==> config.mk <==
export PLATFORM = sky130hd
export DESIGN_NAME = inst_fetch_buffer
export DESIGN_NICKNAME = d
export VERILOG_FILES = /design/src/rtl/inst_fetch_buffer.sv
export SDC_FILE = /design/constraint.sdc
export NUM_CORES = 1
export LEC_CHECK = 0
export CAP_MARGIN = 15
export CORE_ASPECT_RATIO = 1.4
export CORE_UTILIZATION = 57
export CTS_CLUSTER_DIAMETER = 50
export DETAILED_ROUTE_END_ITERATION = 10
export GPL_ROUTABILITY_DRIVEN = 1
export PLACE_DENSITY = 0.81
export SLEW_MARGIN = 20
export SYNTH_ARGS = -nofsm -noshare
export SYNTH_HDL_FRONTEND = slang
export SYNTH_SLANG_ARGS = --single-unit
==> constraint.sdc <==
create_clock -name clk -period 6.3 [get_ports clk]
set_input_delay 0.945 -clock clk [delete_from_list [all_inputs] [get_ports clk]]
set_output_delay 0.945 -clock clk [all_outputs]
set_load 0.05 [all_outputs]
==> src/rtl/inst_fetch_buffer.sv <==
// inst_fetch_buffer: sequential prefetch buffer between the core's
// combinational fetch port and a req/ack instruction memory.
//
// Ports:
//   clk, rst          clock, synchronous active-high reset
//   pc_i, ce_i        core fetch address and enable
//   inst_o            instruction for pc_i (valid on ce_i & !stall_req_o)
//   stall_req_o       core must hold pc_i
//   mem_req_o         registered request, held until mem_ack_i
//   mem_addr_o        registered request address
//   mem_ack_i         one-cycle response strobe
//   mem_rdata_i       response data, valid with mem_ack_i
module inst_fetch_buffer #(
  parameter int DEPTH  = 4,
  parameter int ADDR_W = 32,
  parameter int DATA_W = 32
) (
  input  logic              clk,
  input  logic              rst,
  input  logic [ADDR_W-1:0] pc_i,
  input  logic              ce_i,
  output logic [DATA_W-1:0] inst_o,
  output logic              stall_req_o,
  output logic              mem_req_o,
  output logic [ADDR_W-1:0] mem_addr_o,
  input  logic              mem_ack_i,
  input  logic [DATA_W-1:0] mem_rdata_i
);

  localparam int PW = $clog2(DEPTH);

  typedef enum logic {
    IDLE,
    REQ
  } state_t;

  state_t state;

  logic [ADDR_W-1:0] tag_q  [DEPTH];
  logic [DATA_W-1:0] data_q [DEPTH];

  logic [PW-1:0]     rd_ptr;
  logic [PW-1:0]     wr_ptr;
  logic [PW:0]       count;
  logic [ADDR_W-1:0] fetch_addr;
  logic              discard;

  logic              empty;
  logic              ack_v;
  logic              head_hit;
  logic              byp_hit;
  logic              miss;
  logic              redirect;
  logic              push;
  logic              pop;
  logic              issue;
  logic [ADDR_W-1:0] pend_addr;
  logic [PW:0]       occ;

  // an ack with no request outstanding is not a response
  assign ack_v    = mem_ack_i & (state == REQ);
  assign empty    = (count == '0);
  assign head_hit = ce_i & ~empty & (tag_q[rd_ptr] == pc_i);
  assign byp_hit  = ce_i & empty & ack_v & ~discard
                  & (mem_addr_o == pc_i);
  assign miss     = ce_i & ~head_hit & ~byp_hit;

  // the address that will arrive next without intervention
  assign pend_addr = (state == REQ && !discard) ? mem_addr_o
                                                : fetch_addr;

  assign redirect = miss & ~(empty & (pc_i == pend_addr));
  assign pop      = head_hit;
  assign push     = ack_v & ~discard & ~byp_hit & ~redirect;
  assign occ      = count - (PW+1)'(pop);

  // a request reserves its slot up front, so a push never overflows
  assign issue = (state == IDLE) & ce_i & ~redirect & ~discard
               & (occ < (PW+1)'(DEPTH));

  always_comb begin
    inst_o = '0;
    if (head_hit) begin
      inst_o = data_q[rd_ptr];
    end else if (byp_hit) begin
      inst_o = mem_rdata_i;
    end
  end

  assign stall_req_o = miss;

  always_ff @(posedge clk) begin
    if (push && !rst) begin
      tag_q[wr_ptr]  <= mem_addr_o;
      data_q[wr_ptr] <= mem_rdata_i;
    end
  end

  always_ff @(posedge clk) begin
    if (rst) begin
      state      <= IDLE;
      rd_ptr     <= '0;
      wr_ptr     <= '0;
      count      <= '0;
      fetch_addr <= '0;
      discard    <= 1'b0;
      mem_req_o  <= 1'b0;
      mem_addr_o <= '0;
    end else begin
      if (redirect) begin
        rd_ptr     <= '0;
        wr_ptr     <= '0;
        count      <= '0;
        fetch_addr <= pc_i;
      end else begin
        if (pop) begin
          rd_ptr <= rd_ptr + 1'b1;
        end
        if (push) begin
          wr_ptr <= wr_ptr + 1'b1;
        end
        count <= count + (PW+1)'(push) - (PW+1)'(pop);
      end

      // the in-flight word belongs to the old stream
      if (redirect && state == REQ && !mem_ack_i) begin
        discard <= 1'b1;
      end else if (ack_v && discard) begin
        discard <= 1'b0;
      end

      unique case (state)
        IDLE: begin
          if (issue) begin
            state      <= REQ;
            mem_req_o  <= 1'b1;
            mem_addr_o <= fetch_addr;
            fetch_addr <= fetch_addr + ADDR_W'(4);
          end
        end
        REQ: begin
          if (mem_ack_i) begin
            state     <= IDLE;
            mem_req_o <= 1'b0;
          end
        end
        default: state <= IDLE;
      endcase
    end
  end

endmodule

Yosys cells after proc, flatten, opt, wreduce, memory -nomap -nowiden
Memory sizes are Yosys's and may differ from the RTL's. A register that Yosys moved wholly into a read port is not among the register bits.
Cells that the tools add are included.
{ "totals": {"ff_bits": 74, "in_bits": 68, "n_memories": 2, "ram_bits": 256} }
{ "mem_list": {"columns": ["name", "words", "width", "rd", "rd_ports_with_merged_regs", "write_ports", "line_no", "source"], "rows": [
  ["data_q", 4, 32, 1, 1, 1, "40", "logic [DATA_W-1:0] data_q [DEPTH];"],
  ["tag_q", 4, 32, 1, 1, 1, "39", "logic [ADDR_W-1:0] tag_q [DEPTH];"]
]} }
{ "classes": {"mux": 20, "eq_ne": 5, "reduce_logical": 13, "order_cmp": 1, "n_addsub": 6, "n_bitwise": 25} }
{ "op_table": {"columns": ["op", "n"], "rows": [
  ["32-bit two-way mux", 6],
  ["32-bit == test", 3],
  ["32-bit by 3-bit adder with 32-bit output (second input constant)", 1],
  ["1-bit AND", 18],
  ["1-bit two-way mux", 8],
  ["2-bit two-way mux", 4],
  ["1-bit inverter", 7],
  ["3-bit by 1-bit subtractor with 3-bit output", 2],
  ["1-bit logical AND", 5],
  ["2-bit by 1-bit adder with 2-bit output (second input constant)", 2],
  ["2-bit inequality test (second input constant)", 2],
  ["1-bit case mux with 2 select lines", 2],
  ["2-bit AND reduction", 2],
  ["3-bit by 1-bit adder with 3-bit output", 1],
  ["1-bit logical NOT", 3],
  ["3-bit logical NOT", 1],
  ["3-bit less-than comparator (second input constant)", 1],
  ["2-bit nonzero test", 1],
  ["2-bit OR reduction", 1]
]} }

Depth between registers and ports, before layout
Gate-level depths: netlist of run 1.
{ "depth": {"depth_word": 14, "mapped_depth": 19} }

Worst setup path before layout of run 1
OpenSTA, ideal clock, no wires.
{ "synth_path": {"path_kind": "input -> register", "from": "input port pc_i[23]", "to": "memory data_q[0][0], enable pin", "arrival_ns": 4.482, "path_buffers": 1, "required_time_ns": 5.871, "slack_ns": 1.389, "path_stages": 10, "path_cell_list": "clkbuf_1 > nand2b_1 > mux2_2 > a21oi_1 > o211ai_1 > or4_1 > o21ai_1 > nor2_1 > nor2_1 > and3_1"} }
{ "synth_between": {"elab_chain_len": 11, "elab_cells_between_ends": 18} }
{ "synth_rtl": {"columns": ["item", "line_no", "source"], "rows": [
  ["from (decl)", "20", "input logic [ADDR_W-1:0] pc_i,"],
  ["32-bit == test", "63", "assign head_hit = ce_i & ~empty & (tag_q[rd_ptr] == pc_i);"],
  ["1-bit AND", "63", null],
  ["1-bit inverter", "66", "assign miss = ce_i & ~head_hit & ~byp_hit;"],
  ["1-bit AND (2 in a row)", "66", null],
  ["1-bit AND", "72", "assign redirect = miss & ~(empty & (pc_i == pend_addr));"],
  ["1-bit inverter", "74", "assign push = ack_v & ~discard & ~byp_hit & ~redirect;"],
  ["1-bit AND (*)", "74", null],
  ["1-bit logical AND (*)", "93", "if (push && !rst) begin"],
  ["1-bit two-way mux (*)", "93", null],
  ["1-bit two-way mux (not written as such) (*)", "95", "data_q[wr_ptr] <= mem_rdata_i;"],
  ["to (decl)", "40", null]
]} }
Every way passes the cells marked *; elsewhere a longest branch is shown, timed or not.

==> results of run 1 <==
==> area by class of cell <==
type | instances | area share
Timing Repair Buffer | 151 | 0.0892
Clock buffer | 40 | 0.0487
Tap cell | 315 | 0.0229
Inverter | 15 | 0.00327
Sequential cell | 332 | 0.535
Clock inverter | 17 | 0.0168
Multi-Input combinational cell | 553 | 0.284
==> registers in the layout, indices dropped and copies added (netlist names), named ones only <==
register / cells
data_q: 128
tag_q: 128
fetch_addr: 32
mem_addr_o: 32
count: 3
rd_ptr: 2
wr_ptr: 2
discard: 1
mem_req_o: 1
state: 1
==> how the worst max path moves through the flow <==
stage / start / to / slack, ns / cells after the start
2_1_floorplan: pc_i[23] / data_q[0][0] / 1.39 / 10
3_3_place_gp: pc_i[28] / inst_o[7] / 0.82 / 10
3_5_place_dp: pc_i[5] / inst_o[23] / 0.75 / 10
4_1_cts: flip-flop / inst_o[23] / 0.29 / 10
5_1_grt: flip-flop / inst_o[23] / 0.17 / 10
6_report: flip-flop / inst_o[23] / 0.33 / 10
==> cells by family (layout without fill, tap and decap cells) <==
family                   Yosys count  count (layout)
AO/OA/AOI/OAI                     95              95
XOR/XNOR                         122             122
adder cells (fa/ha/maj)            8               8
buffers and inverters             72             223
flip-flops                       332             332
multiplexers                     128             128
AND/OR/NAND/NOR                  200             200
==> critical path: cells and delay by family, from the launching register on <==
kind | cells | cell delay (ns)
xor+xnor | 1 | 0.21
mux | 1 | 0.59
buf+inv | 3 | 1.24
compound gates | 2 | 0.62
simple gates | 3 | 1.02
flops | 1 | 0.73
==> metrics by stage <==
stage,hold WS (ns),utilization
floorplan,0.482,-
global placement,0.474,0.650
detailed placement,0.470,0.650
CTS,0.480,0.696
global route,0.526,0.696
finish,0.475,0.696
==> placed cells by master, fill, tap and decap left out, drive strengths merged, types with 7 or more instances in the layout <==
cell type      count
a211oi            17
a21oi              7
a22o              44
and3               8
buf               19
bufinv             7
clkbuf            40
clkdlybuf4s50    132
clkinv             9
dfxtp             76
edfxtp           256
ha                 7
inv               15
mux2i             72
mux4              54
nand2             23
nand3             13
nand4             19
nor2              70
nor3              20
nor4              19
xnor2             93
xor2              29
==> per-layer routing <==
metal / track usage / routed length (µm) / vias up
met5: 0 / 0 / -
met4: 0.119 / 1350 / 0
met3: 0.0306 / 1640 / 71
met2: 0.452 / 16600 / 268
met1: 0.306 / 12500 / 4321
li1: - / - / 3934
==> power by group <==
group          switching (mW)  leakage (nW)  internal, mW
logic                   0.155          2.26         0.124
clock network           0.787         0.552          1.23
registers              0.0377          2.95          2.37
==> out/qor.txt, run 1 <==
Status: finished, final reports clean
Synth area leaders: edfxtp_1 53%, dfxtp_1 11%, mux4_2 8.5%, xnor2_1 5.7%, mux2i_1 5.0%
Drt drc: 0
Area leader, netlist: edfxtp_1
Cell with the most instances after synthesis: edfxtp_1
Synth Instances: 957
Max-slew headroom: 0.297
Setup Crit Path Kind: reg2out
Post-synth top cells: 256 x edfxtp_1, 93 x xnor2_1, 76 x dfxtp_1
Yosys top cell area share: 0.534
Minimum clock period: 5.97 ns
Post-Layout Cell Count: 1,423
Clock tree sinks: 332
All-layer global routing usage: 0.255
Routed WL: 32,100 µm
Endpoint of the worst hold path: mem_req_o
Share of layout cells above drive strength 1: 0.125
Number of CTS-inserted buffers: 31
Critical Path RT: 5.35 ns
Cts repair resizes: 0
Number of synthesized register bits: 332
Max-slew violations: 0
TritonRoute pass-1 iters: 5
Post-synthesis mux area share: 0.136
Number of global-route vias before repair: 8,766
R2R Path End: tag_q[3][9]
Final cycle utilization of the critical path: 0.947
IO Count: 134
FILL cells: 1,666
Primary FF master, synth: edfxtp_1
Worst Min Path Start: mem_req_o
Routability Congestion: 0.900
HP Class: reg2reg
Ys async rst share: 0
Max clock buf depth: 3
Count of final setup violators: 0
Hold Crit Depth: 2
IO buf count: 133
Setup TNS: 0 ns
Fin area: 17,200 µm²
Data arrival, critical path: 5.02 ns
Compound-Gate Fraction of Synth Area: 0.0528
Initial core utilization: 0.581
Register area share after synthesis: 0.640
Post-Synth XOR/XNOR Area: 0.0743
Crit start category: flip-flop
CP cell instances: mux4_2 > xnor2_1 > nand4_1 > a2111o_1 > or4_1 > or2_2 > inv_1 > buf_4 > a22o_1 > clkdlybuf4s50_1
Adder-Cell Fraction of Synth Area: 0.00748
WL/cell: 22.5 µm
ANT nets after route: 0
DRT iter0 DRCs: 470
R2R Setup Slk: 1.41 ns
Post-synth EDFFs: 256
Die ar.: 25,900 µm²
Die height: 190 µm
Clk pin slew, worst setup/hold paths: 0.06 ns
Fin nets: 1,160
Via-to-Cell Ratio: 6.04
Leakage: 5.76 nW
Gr ovfl total: 0
Area after DPL: 16,100 µm²
Worst Setup End Kind: output port
Worst path slowest cell: clkdlybuf4s50_1
Crit-path max FO: 32
Rows: 68
Fin Clk Skew: 0.0284 ns
DR vias: 8,594
Worst skew pair latency: 0.57 ns
FMAX: 0.168 GHz
Max-Cap Viols: 0
Core Region: 24,800 µm²
CTS tree: done
Max incr delay on CP: 0.82 ns
Hold Vio Cnt, Final: 0
Die width: 136 µm
Register Area: 9220 µm²
Worst-Margin Slew: 1.05 ns
Multi-input logic area: 4900 µm²
Antenna Cells: 0
Dpl hpwl: 21,800 µm
Root buf cell: clkbuf_16
Setup ws final: 0.333 ns
Largest family of logic cells by synthesized area: multiplexers
Post-CTS Hold Fix Bufs: 0
H-Tree Depth: 1
Synthesized net count: 1,033
Mean post-synth cell area: 15.0 µm²
Total chip power: 4.71 mW
Initial antenna violation count: 0
Unrepaired setup endpoints after global routing: no
Post-CTS Setup Inserts: 0
IR Drop Worst-Case VDD: 0.257 mV
Pwr dens: 273 nW/µm²
First-pass GRT wire length: 49,000 µm
FF-to-FF path depth: 11
Post-Synth Simple-Gate Area: 0.0693
Maximum number of pins on one net before global-route repair: 59
Cells after DPL: 1,366
Pre-CTS setup slack: 0.748 ns
Distinct cells, synth: 54
Mapped cell area: 14,400 µm²
Yosys warning count: 0
Layout area overhead: 19.8%
No activity file was read; power rests on OpenSTA's default activity.
==> run 2: changes to the inputs <==
ABC_AREA = 1   (was not set)
ABC_CLOCK_PERIOD_IN_PS = 6300   (was not set)
CORE_UTILIZATION = 59   (was 57)
PLACE_DENSITY = 0.83   (was 0.81)
==> out/qor.txt, run 2 <==
Crit start category: input port
Post-CTS Setup Inserts: 0 (unchanged)
Setup TNS: 0 ns (unchanged)
Antenna Cells: 0 (unchanged)
Max-slew violations: 0 (unchanged)
Final cycle utilization of the critical path: 0.858 (-0.0887)
Mean post-synth cell area: 9.00 µm² (-40%)
Post-synth top cells: 495 x nand2_1, 256 x edfxtp_1, 201 x nor2_1
Critical Path RT: 5.35 ns (about the same)
Number of CTS-inserted buffers: 34 (+9.7%)
CP cell instances: clkdlybuf4s50_1 > inv_1 > nor2_1 > nor3_1 > nand4_1 > nor2_1 > nand3_1 > nor2_2 > buf_4 > a22o_1 > clkdlybuf4s50_1
ANT nets after route: 0 (unchanged)
Drt drc: 0 (unchanged)
Minimum clock period: 5.41 ns (-0.559 ns)
Root buf cell: clkbuf_16
Number of synthesized register bits: 332 (unchanged)
Post-synth EDFFs: 256 (unchanged)
Worst path slowest cell: clkdlybuf4s50_1
Buf/Inv on CP: 4 (+1)
Worst-Margin Slew: 0.905 ns (-0.150 ns)
Yosys top cell area share: 0.478 (-0.0564)
Die width: 142 µm (+3.9%)
Rows: 71 (+4.4%)
Cts repair resizes: 0 (unchanged)
Distinct cells, synth: 37 (-31%)
Crit-path max FO: 24 (-25%)
CP top delay family: buffers and inverters
Setup Crit Path Kind: in2out
Routability Congestion: 1.01 (+12%)
All-layer global routing usage: 0.346 (+0.0915)
Worst skew pair latency: 0.54 ns (-0.03 ns)
Die height: 197 µm (+3.9%)
Count of final setup violators: 0 (unchanged)
Cell with the most instances after synthesis: nand2_1
Max-Cap Viols: 0 (unchanged)
FMAX: 0.185 GHz (+10%)
Synth area leaders: edfxtp_1 48%, nand2_1 12%, dfxtp_1 9.5%, nor2_1 4.7%, nand3_1 3.7%
Primary FF master, synth: edfxtp_1
IO Count: 134 (unchanged)
Cells after DPL: 2,213 (+62%)
Most frequent cells in the layout: 495 x nand2_1, 256 x edfxtp_1, 196 x nor2_1, 133 x clkdlybuf4s50_1, 119 x nand3_1
DR vias: 13,700 (+60%)
Unrepaired setup endpoints after global routing: no
Share of layout cells above drive strength 1: 0.0576 (-0.0670)
Most common cell after layout, fill and taps aside: nand2_1
Layout area overhead: 17.6%
Synth Instances: 1,787 (+87%)
Initial core utilization: 0.600 (+0.0185)
Max incr delay on CP: 0.80 ns (-0.02 ns)
Clk pin slew, worst setup/hold paths: 0.06 ns (about the same)
Post-Layout Cell Count: 2,275 (+60%)
Leakage: 7.18 nW (+25%)
Hold Vio Cnt, Final: 0 (unchanged)
First-pass GRT wire length: 72,800 µm (+49%)
Largest regs: data_q x128, tag_q x128
TritonRoute pass-1 iters: 8 (+3)
Pwr dens: 265 nW/µm² (-3.0%)
Area leader, netlist: edfxtp_1
Register area share after synthesis: 0.572 (-0.0676)
Clock tree sinks: 332 (unchanged)
Number of global-route vias before repair: 13,000 (+48%)
H-Tree Depth: 2 (+1)
Max clock buf depth: 3 (unchanged)
Fin Clk Skew: 0.0233 ns (-0.00512 ns)
Routed WL: 47,700 µm (+49%)
Maximum number of pins on one net before global-route repair: 85 (+44%)
Mapped cell area: 16,100 µm² (+12%)
Status: finished, final reports clean
Die ar.: 27,900 µm² (+7.9%)
Yosys warning count: 0 (unchanged)
HP Class: reg2reg
Initial antenna violation count: 0 (unchanged)
Max-slew headroom: 0.397 (+0.0998)
Synthesized net count: 1,863 (+80%)
WL/cell: 21.0 µm (-7.0%)
DRT iter0 DRCs: 1,363 (+190%)
Fin nets: 1,960 (+69%)
CTS tree: done
Core Region: 26,800 µm² (+8.4%)
Via-to-Cell Ratio: 6.04 (about the same)
Gr ovfl total: 0 (unchanged)
IO buf count: 133 (unchanged)
Worst Setup End Kind: output port
IR Drop Worst-Case VDD: 0.256 mV (-0.24%)
Data arrival, critical path: 4.46 ns (-0.56 ns)
Dpl hpwl: 31,900 µm (+47%)
Post-CTS Hold Fix Bufs: 0 (unchanged)
Ys async rst share: 0 (unchanged)
## run 2: changes by cell type after synthesis, sizes merged, moves of 35 or more
cell	previous run	this run
nand2	23	497
a21oi	7	52
inv	14	117
o21ai	5	103
nor2	70	203
xnor2	93	11
buf	17	52
nand3	13	122
mux4	54	0
o22ai	2	38
nand4	19	80
mux2i	72	0
## run 2: path summary, 6_finish.rpt
path | depth (start not counted) | start | slack (ns) | to
hold / removal | 2 | mem_req_o | 0.45 | mem_req_o
setup / recovery | 11 | pc_i[29] | 0.89 | inst_o[1]
setup reg to reg | 20 | flip-flop | 1.94 | tag_q[1][30]
hold reg to reg | 2 | mem_req_o | 0.45 | mem_req_o
## run 2: routing by layer
layer  share of wire  vias to the layer above  wire length (µm)  global-route usage
met3           0.087                      160              4160              0.0439
met2            0.50                      841             23600               0.589
li1                -                     6308                 -                   -
met5               0                        -                 0                   0
met1            0.36                     6433             17200               0.426
met4           0.055                        0              2640               0.195
## run 2: final cells by class
| cell class | instances | area (µm²) |
|---|---|---|
| Clock inverter | 21 | 303 |
| Sequential cell | 332 | 9210 |
| Inverter | 117 | 440 |
| Timing Repair Buffer | 159 | 1580 |
| Multi-Input combinational cell | 1240 | 6010 |
| Tap cell | 365 | 457 |
| Fill cell | 2087 | 7920 |
| Clock buffer | 41 | 908 |
## run 2: logic make-up after synthesis
group | count (synthesis) | share of synthesized area
buffers and inverters | 215 | 0.0564
AO/OA/AOI/OAI | 240 | 0.0874
AND/OR/NAND/NOR | 938 | 0.248
XOR/XNOR | 54 | 0.0294
adder cells (fa/ha/maj) | 8 | 0.00669
flip-flops | 332 | 0.572
## run 2: worst reg2reg max path: stages, from the launching register on
cell,delay (ns)
dfxtp_4,0.34
clkinv_2,0.05
buf_4,0.69
nand2_1,0.13
nand3_1,0.20
nand2_1,0.08
nand2_1,0.12
nand2_1,0.11
inv_1,0.07
nand2_1,0.06
nor2_1,0.08
nand2_1,0.16
nor2_1,0.17
nand3_2,0.08
buf_4,0.25
nand3_4,0.10
nand2_1,0.12
inv_1,0.10
nand2_1,0.22
nor2_4,0.46
buf_12,0.36
## run 2: power breakdown
group | total [mW] | switching (mW) | internal, mW
clock | 2.17 | 0.873 | 1.30
sequential | 2.44 | 0.0585 | 2.38
combinational | 0.403 | 0.261 | 0.141
## run 2: stage by stage
stage,area (µm²),power (mW),setup WS [ns],util,hold slack [ns]
floorplan,16100,2.71,0.761,-,0.437
global placement,17700,2.87,1.05,0.660,0.445
detailed placement,17700,2.88,0.969,0.660,0.450
CTS,18900,5.01,0.908,0.705,0.464
global route,18900,5.14,0.729,0.705,0.493
finish,18900,5.01,0.892,0.705,0.454
==> run 3: changes to the inputs <==
CORE_ASPECT_RATIO = 0.6   (was 1.4)
TNS_END_PERCENT = 100   (was not set)
==> out/qor.txt, run 3 (synthesized netlist as in run 2, its figures left out) <==
Setup TNS: 0 ns (unchanged)
Root buf cell: clkbuf_16
Unrepaired setup endpoints after global routing: no
CTS tree: done
FF-to-FF path depth: 19 (-5.0%)
Cells after DPL: 2,209 (-0.18%)
Count of final setup violators: 0 (unchanged)
Core Region: 26,600 µm² (-0.89%)
Share of layout cells above drive strength 1: 0.0530 (-0.00457)
Setup Crit Path Kind: reg2out
Status: finished, final reports clean
Maximum number of pins on one net before global-route repair: 77 (-9.4%)
Critical Path RT: 5.35 ns (about the same)
Dpl hpwl: 33,300 µm (+4.2%)
IR Drop Worst-Case VDD: 0.219 mV (-14%)
Worst skew pair latency: 0.58 ns (+0.04 ns)
Hold Vio Cnt, Final: 0 (unchanged)
Die height: 130 µm (-34%)
Final cycle utilization of the critical path: 0.840 (-0.0187)
Cts repair resizes: 0 (unchanged)
Hold Crit Depth: 2 (unchanged)
First-pass GRT wire length: 75,200 µm (+3.3%)
Layout area overhead: 16.7%
Fin Clk Skew: 0.0272 ns (+0.00388 ns)
Post-CTS Setup Inserts: 0 (unchanged)
Clk pin slew, worst setup/hold paths: 0.07 ns (about the same)
Fin nets: 1,957 (-0.15%)
Most frequent cells in the layout: 495 x nand2_1, 256 x edfxtp_1, 196 x nor2_1, 133 x clkdlybuf4s50_1, 119 x nand3_1
DR vias: 13,900 (+0.94%)
TritonRoute pass-1 iters: 6 (-2)
Area after DPL: 17,700 µm² (about the same)
Initial core utilization: 0.605 (+0.00536)
All-layer global routing usage: 0.356 (+0.00976)
Worst-Margin Slew: 1.10 ns (+0.191 ns)
Gr ovfl total: 0 (unchanged)
HP Class: reg2reg
Buf/Inv on CP: 4 (unchanged)
Minimum clock period: 5.29 ns (-0.118 ns)
Antenna Cells: 0 (unchanged)
Post-CTS Hold Fix Bufs: 0 (unchanged)
Most common cell after layout, fill and taps aside: nand2_1
Die ar.: 27,900 µm² (about the same)
Critical Path Stages: 14 (+3)
Crit-path max FO: 76 (+220%)
Via-to-Cell Ratio: 6.12 (+1.4%)
Die width: 215 µm (+52%)
Pwr dens: 258 nW/µm² (-2.7%)
Number of CTS-inserted buffers: 30 (-12%)
Max incr delay on CP: 0.81 ns (about the same)
Max clock buf depth: 3 (unchanged)
Routed WL: 50,100 µm (+5.1%)
Max-Cap Viols: 0 (unchanged)
Post-Layout Cell Count: 2,265 (-0.44%)
Max-slew violations: 0 (unchanged)
Routability Congestion: 1.03 (+2.5%)
IO buf count: 133 (unchanged)
Total chip power: 4.84 mW (-3.4%)
Max-slew headroom: 0.268 (-0.129)
Drt drc: 0 (unchanged)
ANT nets after route: 0 (unchanged)
DRT iter0 DRCs: 2,274 (+67%)
CP cell instances: clkinv_2 > buf_12 > nand2_1 > nand3_1 > nand3_1 > nand2_1 > nor2_1 > nand2_1 > nor2_1 > nand3_1 > nor2_2 > buf_4 > a22o_1 > clkdlybuf4s50_1
Number of global-route vias before repair: 12,400 (-4.5%)
Initial antenna violation count: 0 (unchanged)
Worst path slowest cell: clkdlybuf4s50_1
Clock tree sinks: 332 (unchanged)
Largest regs: data_q x128, tag_q x128
Rows: 46 (-35%)
Leakage: 7.13 nW (-0.80%)
IO Count: 134 (unchanged)
CP top delay family: buffers and inverters
Crit start category: flip-flop
Worst Setup End Kind: output port
Fin area: 18,800 µm² (-0.71%)
Data arrival, critical path: 4.35 ns (-0.11 ns)
H-Tree Depth: 1 (-1)
WL/cell: 22.1 µm (+5.6%)
FMAX: 0.189 GHz (+2.2%)
## run 3: worst register-to-register path, cell delays in order (launching register included)
cell	delay [ns]
dfxtp_1	0.39
inv_1	0.07
nand2_1	0.79
buf_4	0.39
nand2_1	0.08
o21ai_1	0.18
nor2_1	0.07
nor3_1	0.19
nand3_1	0.10
nor2_1	0.14
nand2_2	0.37
nand3_4	0.26
nand2_1	0.12
ha_1	0.30
inv_1	0.04
ha_1	0.18
fa_1	0.40
xnor2_1	0.23
xor2_1	0.17
nor2_1	0.07
## run 3: cell type report
| class | count | area [µm²] |
|---|---|---|
| Inverter | 117 | 440 |
| Sequential cell | 332 | 9210 |
| Clock inverter | 11 | 200 |
| Multi-Input combinational cell | 1240 | 6010 |
| Clock buffer | 45 | 868 |
| Timing Repair Buffer | 160 | 1600 |
| Tap cell | 360 | 450 |
| Fill cell | 2005 | 7810 |
## run 3: layer usage
layer	part of all wire	routed length [µm]	track usage
met5	0	0	0
met4	0.016	792	0.0642
met3	0.14	6830	0.0872
met2	0.42	20900	0.505
met1	0.43	21600	0.556
## run 3: report_power, final
part,internal [mW],switching (mW)
sequential,2.38,0.0635
combinational,0.143,0.278
clock,1.16,0.817
total,3.69,1.16
## run 3: path summary, 6_finish.rpt
check                 start    endpoint  slack, ns
setup / recovery  flip-flop  inst_o[30]       1.01
hold / removal    mem_req_o   mem_req_o       0.46
setup reg to reg    discard    count[2]       1.64
hold reg to reg   mem_req_o   mem_req_o       0.46
## run 3: stage by stage
step           setup slack, ns  utilization  hold slack (ns)
3_5_place_dp              1.33        0.666            0.449
3_3_place_gp              1.45        0.666            0.446
4_1_cts                   1.12        0.706            0.465
5_1_grt                  0.743        0.706            0.479
2_1_floorplan            0.761            -            0.437
6_report                  1.01        0.706            0.458
